$ cat src/rtl/aluctr_mc_if.sv
// Bus bundle for aluctr_mc: decode inputs, multi-cycle launch/operands and
// result/status outputs. The slave side is the block, the master side the driver.
interface aluctr_mc_if #(
  parameter int WIDTH = 32,
  parameter int CTRLW = 4
);
  logic [2:0]       ALUOp;
  logic [3:0]       Funct;
  logic [2:0]       Opcode;
  logic             start;
  logic [WIDTH-1:0] SrcA;
  logic [WIDTH-1:0] SrcB;
  logic [CTRLW-1:0] ALUControl;
  logic             busy;
  logic             done;
  logic [WIDTH-1:0] hi;
  logic [WIDTH-1:0] lo;
  logic             div_by_zero;

  modport master (
    output ALUOp, Funct, Opcode, start, SrcA, SrcB,
    input  ALUControl, busy, done, hi, lo, div_by_zero
  );

  modport slave (
    input  ALUOp, Funct, Opcode, start, SrcA, SrcB,
    output ALUControl, busy, done, hi, lo, div_by_zero
  );
endinterface

$ cat src/rtl/aluctr_mc.sv
// ALU control decoder plus an iterative unsigned multiply/divide unit:
// one shift-add or restoring shift-subtract step per clock, WIDTH steps per op.
module aluctr_mc #(
  parameter int WIDTH = 32,
  parameter int CTRLW = 4
) (
  input  logic         clk,
  input  logic         rst,
  aluctr_mc_if.slave   bus
);
  localparam int CNTW = $clog2(WIDTH);
  localparam logic [3:0] OP_MULTU = 4'b1100;
  localparam logic [3:0] OP_DIVU  = 4'b1101;

  typedef enum logic [1:0] {IDLE, MUL, DIV, DONE} state_e;

  state_e           state_q, state_d;
  logic [CNTW-1:0]  cnt_q, cnt_d;
  logic [WIDTH-1:0] acc_q, acc_d;   // product high half / partial remainder
  logic [WIDTH-1:0] q_q, q_d;       // multiplier bits / quotient bits
  logic [WIDTH-1:0] opb_q, opb_d;   // multiplicand / divisor
  logic [WIDTH-1:0] hi_q, hi_d, lo_q, lo_d;
  logic             busy_q, busy_d, done_q, done_d, dbz_q, dbz_d;
  logic [3:0]       ctrl;

  always_comb begin
    ctrl = 4'b0000;
    unique case (bus.ALUOp)
      3'b000: ctrl = 4'b0000;
      3'b001: ctrl = 4'b0010;
      3'b010: ctrl = bus.Funct;
      3'b011: ctrl = {1'b0, bus.Opcode};
      3'b100: ctrl = 4'b1000;
      3'b101: ctrl = OP_MULTU;
      3'b110: ctrl = OP_DIVU;
      default: ctrl = 4'b0000;
    endcase
  end

  assign bus.ALUControl = CTRLW'(ctrl);

  // Multiply step: add multiplicand when the current multiplier LSB is set,
  // then shift the {carry, acc, q} chain right by one.
  logic [WIDTH:0]   mul_sum;
  logic [WIDTH-1:0] mul_acc, mul_q;
  assign mul_sum = {1'b0, acc_q} + (q_q[0] ? {1'b0, opb_q} : '0);
  assign mul_acc = mul_sum[WIDTH:1];
  assign mul_q   = {mul_sum[0], q_q[WIDTH-1:1]};

  // Divide step: shift next dividend bit into the remainder, keep the
  // subtraction only when it does not go negative.
  logic [WIDTH:0]   div_shl, div_trial;
  logic             div_ge;
  logic [WIDTH-1:0] div_acc, div_q;
  assign div_shl   = {acc_q, q_q[WIDTH-1]};
  assign div_trial = div_shl - {1'b0, opb_q};
  assign div_ge    = ~div_trial[WIDTH];
  assign div_acc   = div_ge ? div_trial[WIDTH-1:0] : div_shl[WIDTH-1:0];
  assign div_q     = {q_q[WIDTH-2:0], div_ge};

  logic last_step;
  assign last_step = (cnt_q == CNTW'(WIDTH-1));

  always_comb begin
    state_d = state_q;
    cnt_d   = cnt_q;
    acc_d   = acc_q;
    q_d     = q_q;
    opb_d   = opb_q;
    hi_d    = hi_q;
    lo_d    = lo_q;
    busy_d  = busy_q;
    done_d  = done_q;
    dbz_d   = dbz_q;
    unique case (state_q)
      IDLE: begin
        if (bus.start && ctrl == OP_MULTU) begin
          state_d = MUL;
          acc_d   = '0;
          q_d     = bus.SrcB;
          opb_d   = bus.SrcA;
          cnt_d   = '0;
          busy_d  = 1'b1;
        end else if (bus.start && ctrl == OP_DIVU) begin
          if (bus.SrcB != '0) begin
            state_d = DIV;
            acc_d   = '0;
            q_d     = bus.SrcA;
            opb_d   = bus.SrcB;
            cnt_d   = '0;
            busy_d  = 1'b1;
          end else begin
            state_d = DONE;
            hi_d    = bus.SrcA;
            lo_d    = '1;
            done_d  = 1'b1;
            dbz_d   = 1'b1;
          end
        end
      end
      MUL: begin
        acc_d = mul_acc;
        q_d   = mul_q;
        cnt_d = cnt_q + CNTW'(1);
        if (last_step) begin
          state_d = DONE;
          hi_d    = mul_acc;
          lo_d    = mul_q;
          busy_d  = 1'b0;
          done_d  = 1'b1;
        end
      end
      DIV: begin
        acc_d = div_acc;
        q_d   = div_q;
        cnt_d = cnt_q + CNTW'(1);
        if (last_step) begin
          state_d = DONE;
          hi_d    = div_acc;
          lo_d    = div_q;
          busy_d  = 1'b0;
          done_d  = 1'b1;
        end
      end
      DONE: begin
        state_d = IDLE;
        done_d  = 1'b0;
        dbz_d   = 1'b0;
      end
      default: state_d = IDLE;
    endcase
  end

  always_ff @(posedge clk or posedge rst) begin
    if (rst) begin
      state_q <= IDLE;
      cnt_q   <= '0;
      acc_q   <= '0;
      q_q     <= '0;
      opb_q   <= '0;
      hi_q    <= '0;
      lo_q    <= '0;
      busy_q  <= 1'b0;
      done_q  <= 1'b0;
      dbz_q   <= 1'b0;
    end else begin
      state_q <= state_d;
      cnt_q   <= cnt_d;
      acc_q   <= acc_d;
      q_q     <= q_d;
      opb_q   <= opb_d;
      hi_q    <= hi_d;
      lo_q    <= lo_d;
      busy_q  <= busy_d;
      done_q  <= done_d;
      dbz_q   <= dbz_d;
    end
  end

  assign bus.busy        = busy_q;
  assign bus.done        = done_q;
  assign bus.hi          = hi_q;
  assign bus.lo          = lo_q;
  assign bus.div_by_zero = dbz_q;
endmodule

$ cat src/flat_wrapper.sv
// flat-port wrapper written by rule: the top's interface ports become plain ports
module aluctr_mc_flat 
#(
  parameter int WIDTH = 32,
  parameter int CTRLW = 4
)
  (clk, rst, bus_ALUOp, bus_Funct, bus_Opcode, bus_start, bus_SrcA, bus_SrcB, bus_ALUControl, bus_busy, bus_done, bus_hi, bus_lo, bus_div_by_zero);
  aluctr_mc_if #(.WIDTH(WIDTH), .CTRLW(CTRLW)) bus_i ();
  input  logic clk;
  input  logic rst;
  input wire logic [$bits(bus_i.ALUOp)-1:0] bus_ALUOp;
  input wire logic [$bits(bus_i.Funct)-1:0] bus_Funct;
  input wire logic [$bits(bus_i.Opcode)-1:0] bus_Opcode;
  input wire logic [$bits(bus_i.start)-1:0] bus_start;
  input wire logic [$bits(bus_i.SrcA)-1:0] bus_SrcA;
  input wire logic [$bits(bus_i.SrcB)-1:0] bus_SrcB;
  output wire logic [$bits(bus_i.ALUControl)-1:0] bus_ALUControl;
  output wire logic [$bits(bus_i.busy)-1:0] bus_busy;
  output wire logic [$bits(bus_i.done)-1:0] bus_done;
  output wire logic [$bits(bus_i.hi)-1:0] bus_hi;
  output wire logic [$bits(bus_i.lo)-1:0] bus_lo;
  output wire logic [$bits(bus_i.div_by_zero)-1:0] bus_div_by_zero;
  assign bus_i.ALUOp = bus_ALUOp;
  assign bus_i.Funct = bus_Funct;
  assign bus_i.Opcode = bus_Opcode;
  assign bus_i.start = bus_start;
  assign bus_i.SrcA = bus_SrcA;
  assign bus_i.SrcB = bus_SrcB;
  assign bus_ALUControl = bus_i.ALUControl;
  assign bus_busy = bus_i.busy;
  assign bus_done = bus_i.done;
  assign bus_hi = bus_i.hi;
  assign bus_lo = bus_i.lo;
  assign bus_div_by_zero = bus_i.div_by_zero;
  aluctr_mc #(.WIDTH(WIDTH), .CTRLW(CTRLW)) u_core (.clk(clk), .rst(rst), .bus(bus_i));
endmodule
$ cat config.mk
export PLATFORM = sky130hd
export DESIGN_NAME = aluctr_mc_flat
export DESIGN_NICKNAME = d
export VERILOG_FILES = /design/src/rtl/aluctr_mc_if.sv /design/src/rtl/aluctr_mc.sv /design/src/flat_wrapper.sv
export SDC_FILE = /design/constraint.sdc
export NUM_CORES = 1
export LEC_CHECK = 0
export ABC_CLOCK_PERIOD_IN_PS = 13000
export CORE_MARGIN = 4
export CORE_UTILIZATION = 25
export CTS_BUF_LIST = sky130_fd_sc_hd__clkbuf_4
export CTS_CLUSTER_SIZE = 10
export DETAILED_ROUTE_END_ITERATION = 16
export PLACE_DENSITY = 0.39
export SLEW_MARGIN = 25
export SYNTH_ARGS = -nofsm -noshare
export SYNTH_HDL_FRONTEND = slang
export SYNTH_SLANG_ARGS = --single-unit
$ cat constraint.sdc
create_clock -name clk -period 13 [get_ports clk]
set_input_delay 2.6 -clock clk [delete_from_list [all_inputs] [get_ports clk]]
set_output_delay 2.6 -clock clk [all_outputs]
set_load 0.02 [all_outputs]
# Yosys cells after proc, flatten, opt, wreduce, memory -nomap -nowiden
# Cells that the tools add are included.
# word_totals
ff_bits	170
latchBits	0
mem_bits_rw	0
rom_bits	0
input_bits	77
word_cells	98
mem_count	0
# classes
n_addsub	3
n_mul	0
div	0
order_cmp	0
n_eq_ne	20
shift	0
muxes	46
bitwise	1
reduce_logical	18
# ops
op	count
32-bit two-way mux	21
32-bit one-hot mux with 3 select lines	4
32-bit by 33-bit adder with 33-bit output	1
33-bit by 32-bit subtractor with 33-bit output	1
32-bit nonzero test	1
4-bit one-hot mux with 6 select lines	1
5-bit two-way mux	3
4-bit AND reduction	3
5-bit one-hot mux with 2 select lines	1
3-bit equality test (second input constant)	3
1-bit two-way mux	9
3-bit AND reduction	3
4-bit equality test (second input constant)	2
2-bit by 1-bit != test with 1-bit output (second input constant)	4
2-bit nonzero test	4
3-bit by 2-bit equality test with 1-bit output (second input constant)	2
2-bit two-way mux	3
3-bit by 1-bit != test with 1-bit output (second input constant)	2
2-bit one-hot mux with 3 select lines	1
6-bit AND reduction	1
5-bit by 1-bit adder with 5-bit output (second input constant)	1
5-bit equality test (second input constant)	1
2-bit equality test (second input constant)	2
2-bit != test (second input constant)	2
10 further kinds	12

# Logic depth before layout (Yosys ltp)
# depth
depth_word	7
depth_mapped	14

# Least setup slack after synthesis
# OpenSTA, ideal clock, no wires.
# synth_timing
kind	input-to-output
startpoint	in bus_ALUOp[1]
endpoint	out bus_ALUControl[1]
arrival_ns	3.289
t_required_ns	10.400
path_slack_ns	7.111
stages	4
cell_sequence	buf_2 a21oi_1 a311o_1 inv_1
# synth_between
elab_chain_len	2
elab_cells_between_ends	7
classes_between	eq/ne: 6; mux: 1
# synth_lines
element	line_no	text
start, declared	flat_wrapper.sv:11	input wire logic [$bits(bus_i.ALUOp)-1:0] bus_ALUOp;
3-bit equality test, or another cell as far along	aluctr_mc.sv:28	unique case (bus.ALUOp)
4-bit one-hot mux with 6 select lines (*)	aluctr_mc.sv:28	
end, declared	flat_wrapper.sv:17	output wire logic [$bits(bus_i.ALUControl)-1:0] bus_ALUControl;
# Every way passes the cells marked *; elsewhere a longest branch is shown, timed or not.

# Worst setup path in the final report
# layout_timing
startpoint	in bus_ALUOp[0]
endpoint	out bus_ALUControl[0]
# The elaborated chain is that of the path after synthesis.

==> results.toml <==
[run_status]
status = "finished, final reports clean"

[cells_and_area]
layout_common_cells = "nand2_1, dfrtp_1, o21ai_0"
final_common_cell = "nand2_1"
synthToLayoutAreaGrowth_pct = 18.3
fin_cells = 2300
drive_gt1_share_pct = 8.17
finish.net_count = 1766
fillers = 5433

[drt]
routed-via-count = 11630
drt_iter0_markers = 908
avgViaCountPerCell = 5.06
wirelength_mm = 48.9
detail-route-antenna-nets = 0
drcViolationCount = 0
wl_per_cell_um = 21.3
dr.pass1.iters = 5

[floorplan]
fp.dieH_um = 233
die_x_um = 233
dieArea_um2 = 54500
start_util_pct = 25.3
core_area_um2 = 50200
io-pin-count = 148
num_rows = 82

[pwr]
power_leakage_nw = 6.31
finalPower_w = 0.00426
powerDensity_nw_per_um2 = 284
irDropWorstVdd_mv = 0.118

[worst_setup_path]
crit_path_frequent_cell = "clkdlybuf4s50_1"
slowest_stage = "clkdlybuf4s50_1"
cpPeakStageDelay_ns = 0.68
cp-end-kind = "output port"
rrSetupSlack_ns = 8.76
crit_path_start_kind = "primary input"
criticalPathCategory = "primary input to output port"
path_max_fanout = 6
cp.arrival_ns = 4.39
ff2ff_path_depth = 13
required_ns = 10.40
crit_chain = "clkdlybuf4s50_1 > and2b_1 > nand2_1 > a21boi_1 > clkdlybuf4s50_1"

[sta]
setup_tns_ns = 0
hold_violations = 0
final_max_slew_viol_count = 0
fin_crit_sh_pct = 53.7
fmax_mhz = 143
fin_skew_ns = 0.0300
worst_slew_pin_slew_ns = 0.919
rsz0062_at_grt = "false"
setup_viol = 0
period_needed_ns = 6.99
slew_headroom_pct = 38.7

[hold_path]
hold_depth = 2
hold_class = "flop to flop"

[clock_tree]
cts_setup_buffers = 0
cts.sinks = 170
clk_path_buf_depth = 2
cts-buffers-inserted = 17
cts_resized = 0
cts_tree = "built"
cts_root_buf = "clkbuf_4"
htree_levels = 4
clk_pin_slew_ns = 0.12
cts_hold_buf = 0
clk_latency_ns = 0.61

[global_route]
grt_pass1_vias = 11721
grt_pass1_wl_mm = 74.8
grt_usage_pct = 17.8
grt_overflow = 0
grt_max_degree = 109
antenna_found_initial = 2

[synth]
syn_inst = 1528
synth_flop_cell = "dfrtp_1"
netlist_area_um2 = 12700
synth_area_leader_cell = "dfrtp_1"
synth_fp_nets = 1678
synth.avg_cell_area_um2 = 8.32
yosysUniqueCellTypes = 82
synth_top_area_share_pct = 33.5
netlist_top_cells_area = "dfrtp_1, nand2_1, ha_1"
synth_edf_count = 0
yosysWarnings = 0
ys_ff_latch = 170
async_flop_share_pct = 100
ys_seq_area_share_pct = 33.5

[placed_design]
post-place-cells = 2269
io_buffers = 147
hpwl_mm = 36.3
globalplace.congestion = 0.861

[run]
maxCapViolCount = 0
cell type report:
class / instances / area, µm² / area share [%]
diodes: 1 / 2.50 / 0.0166
clock buffers: 20 / 150 / 0.999
clock inverters: 10 / 104 / 0.691
inverters: 55 / 214 / 1.42
multi-input cells: 1213 / 7910 / 52.6
flip-flops and latches: 170 / 4250 / 28.3
well taps: 672 / 841 / 5.59
repair buffers: 159 / 1560 / 10.4
power by group:
part | internal, W | total (W) | switching, W
Combinational | 0.00111 | 0.00290 | 0.00179
Clock | 0.000116 | 0.000317 | 0.000201
Sequential | 0.000780 | 0.00104 | 0.000265
Yosys cell counts, types with 9 or more instances:
master and n:
buf_2 22, clkbuf_1 52, nand3_1 16, o211ai_1 24, nor2b_1 9, a22oi_1 35, nand2b_1 10, buf_1 11
nand4_1 18, and2_1 41, xnor2_1 37, mux2_2 42, nand3b_1 10, nand2_1 295, inv_1 55, nor3_1 14
mux2i_1 35, or2_2 19, a21oi_1 71, nor4_1 9, a31oi_1 34, o21ai_0 163, a21o_1 29, o31ai_1 23
dfrtp_1 170, o21a_1 12, nor2_1 47, a211oi_1 14, xor2_1 18, ha_1 71
kinds of logic (layout without fill, tap and decap cells):
| group | after synthesis | in the layout | synth area share (%) |
|---|---|---|---|
| AOI/OAI and AO/OA | 487 | 487 | 24.9 |
| xor gates and xnor gates | 55 | 55 | 3.79 |
| adders and majority gates | 73 | 73 | 7.30 |
| buffers and inverters | 145 | 244 | 4.77 |
| DFF | 170 | 170 | 33.5 |
| muxes | 80 | 80 | 6.74 |
| other | 0 | 1 | 0 |
| and+or+nand+nor | 518 | 518 | 19.0 |
per-stage QoR:
stage          hold slack (ns)  utilization [%]  worst slack (ns)  cell area (µm²)
2_1_floorplan            0.445                -              5.80            12700
3_5_place_dp             0.462             29.5              6.01            14800
5_1_grt                  0.518             30.0              5.91            15000
3_3_place_gp             0.457             29.4              6.01            14800
4_1_cts                  0.498             30.0              6.00            15000
6_report                 0.492             30.0              6.01            15000
routing by layer:
layer | vias up | GRT usage, % | routed length [µm]
met5 | - | 0 | 13
met4 | 2 | 3.53 | 558
met3 | 32 | 2.62 | 1920
met2 | 237 | 27.3 | 21600
met1 | 5682 | 26.7 | 24800
li1 | 5677 | - | -
worst paths after layout:
kind / to / startpoint
max: bus_ALUControl[0] / bus_ALUOp[0]
min: u_core.cnt_q[4]$_DFFE_PP0P_ / u_core.cnt_q[4]$_DFFE_PP0P_
max reg2reg: u_core.bus.hi[25]$_DFFE_PP0P_ / u_core.q_q[31]$_DFFE_PP0P_
min reg2reg: u_core.cnt_q[4]$_DFFE_PP0P_ / u_core.cnt_q[4]$_DFFE_PP0P_
max in group asynchronous: u_core.opb_q[22]$_DFFE_PP0P_ / rst
min in group asynchronous: u_core.bus.lo[26]$_DFFE_PP0P_ / rst
worst max-delay path, delay by kind of cell:
kind	cells	cell delay [ns]
buffers and inverters	2	1.26
and+or+nand+nor	2	0.24
AOI/OAI and AO/OA	1	0.29
sequential cells by signal, summed over array words and instances, names as in the netlist:
register	flops
u_core.state_q	2
u_core.bus.div_by_zero	1
u_core.bus.lo	32
u_core.q_q	32
u_core.opb_q	32
u_core.bus.busy	1
u_core.bus.done	1
u_core.acc_q	32
u_core.cnt_q	5
u_core.bus.hi	32
No activity file was read; power rests on OpenSTA's default activity.
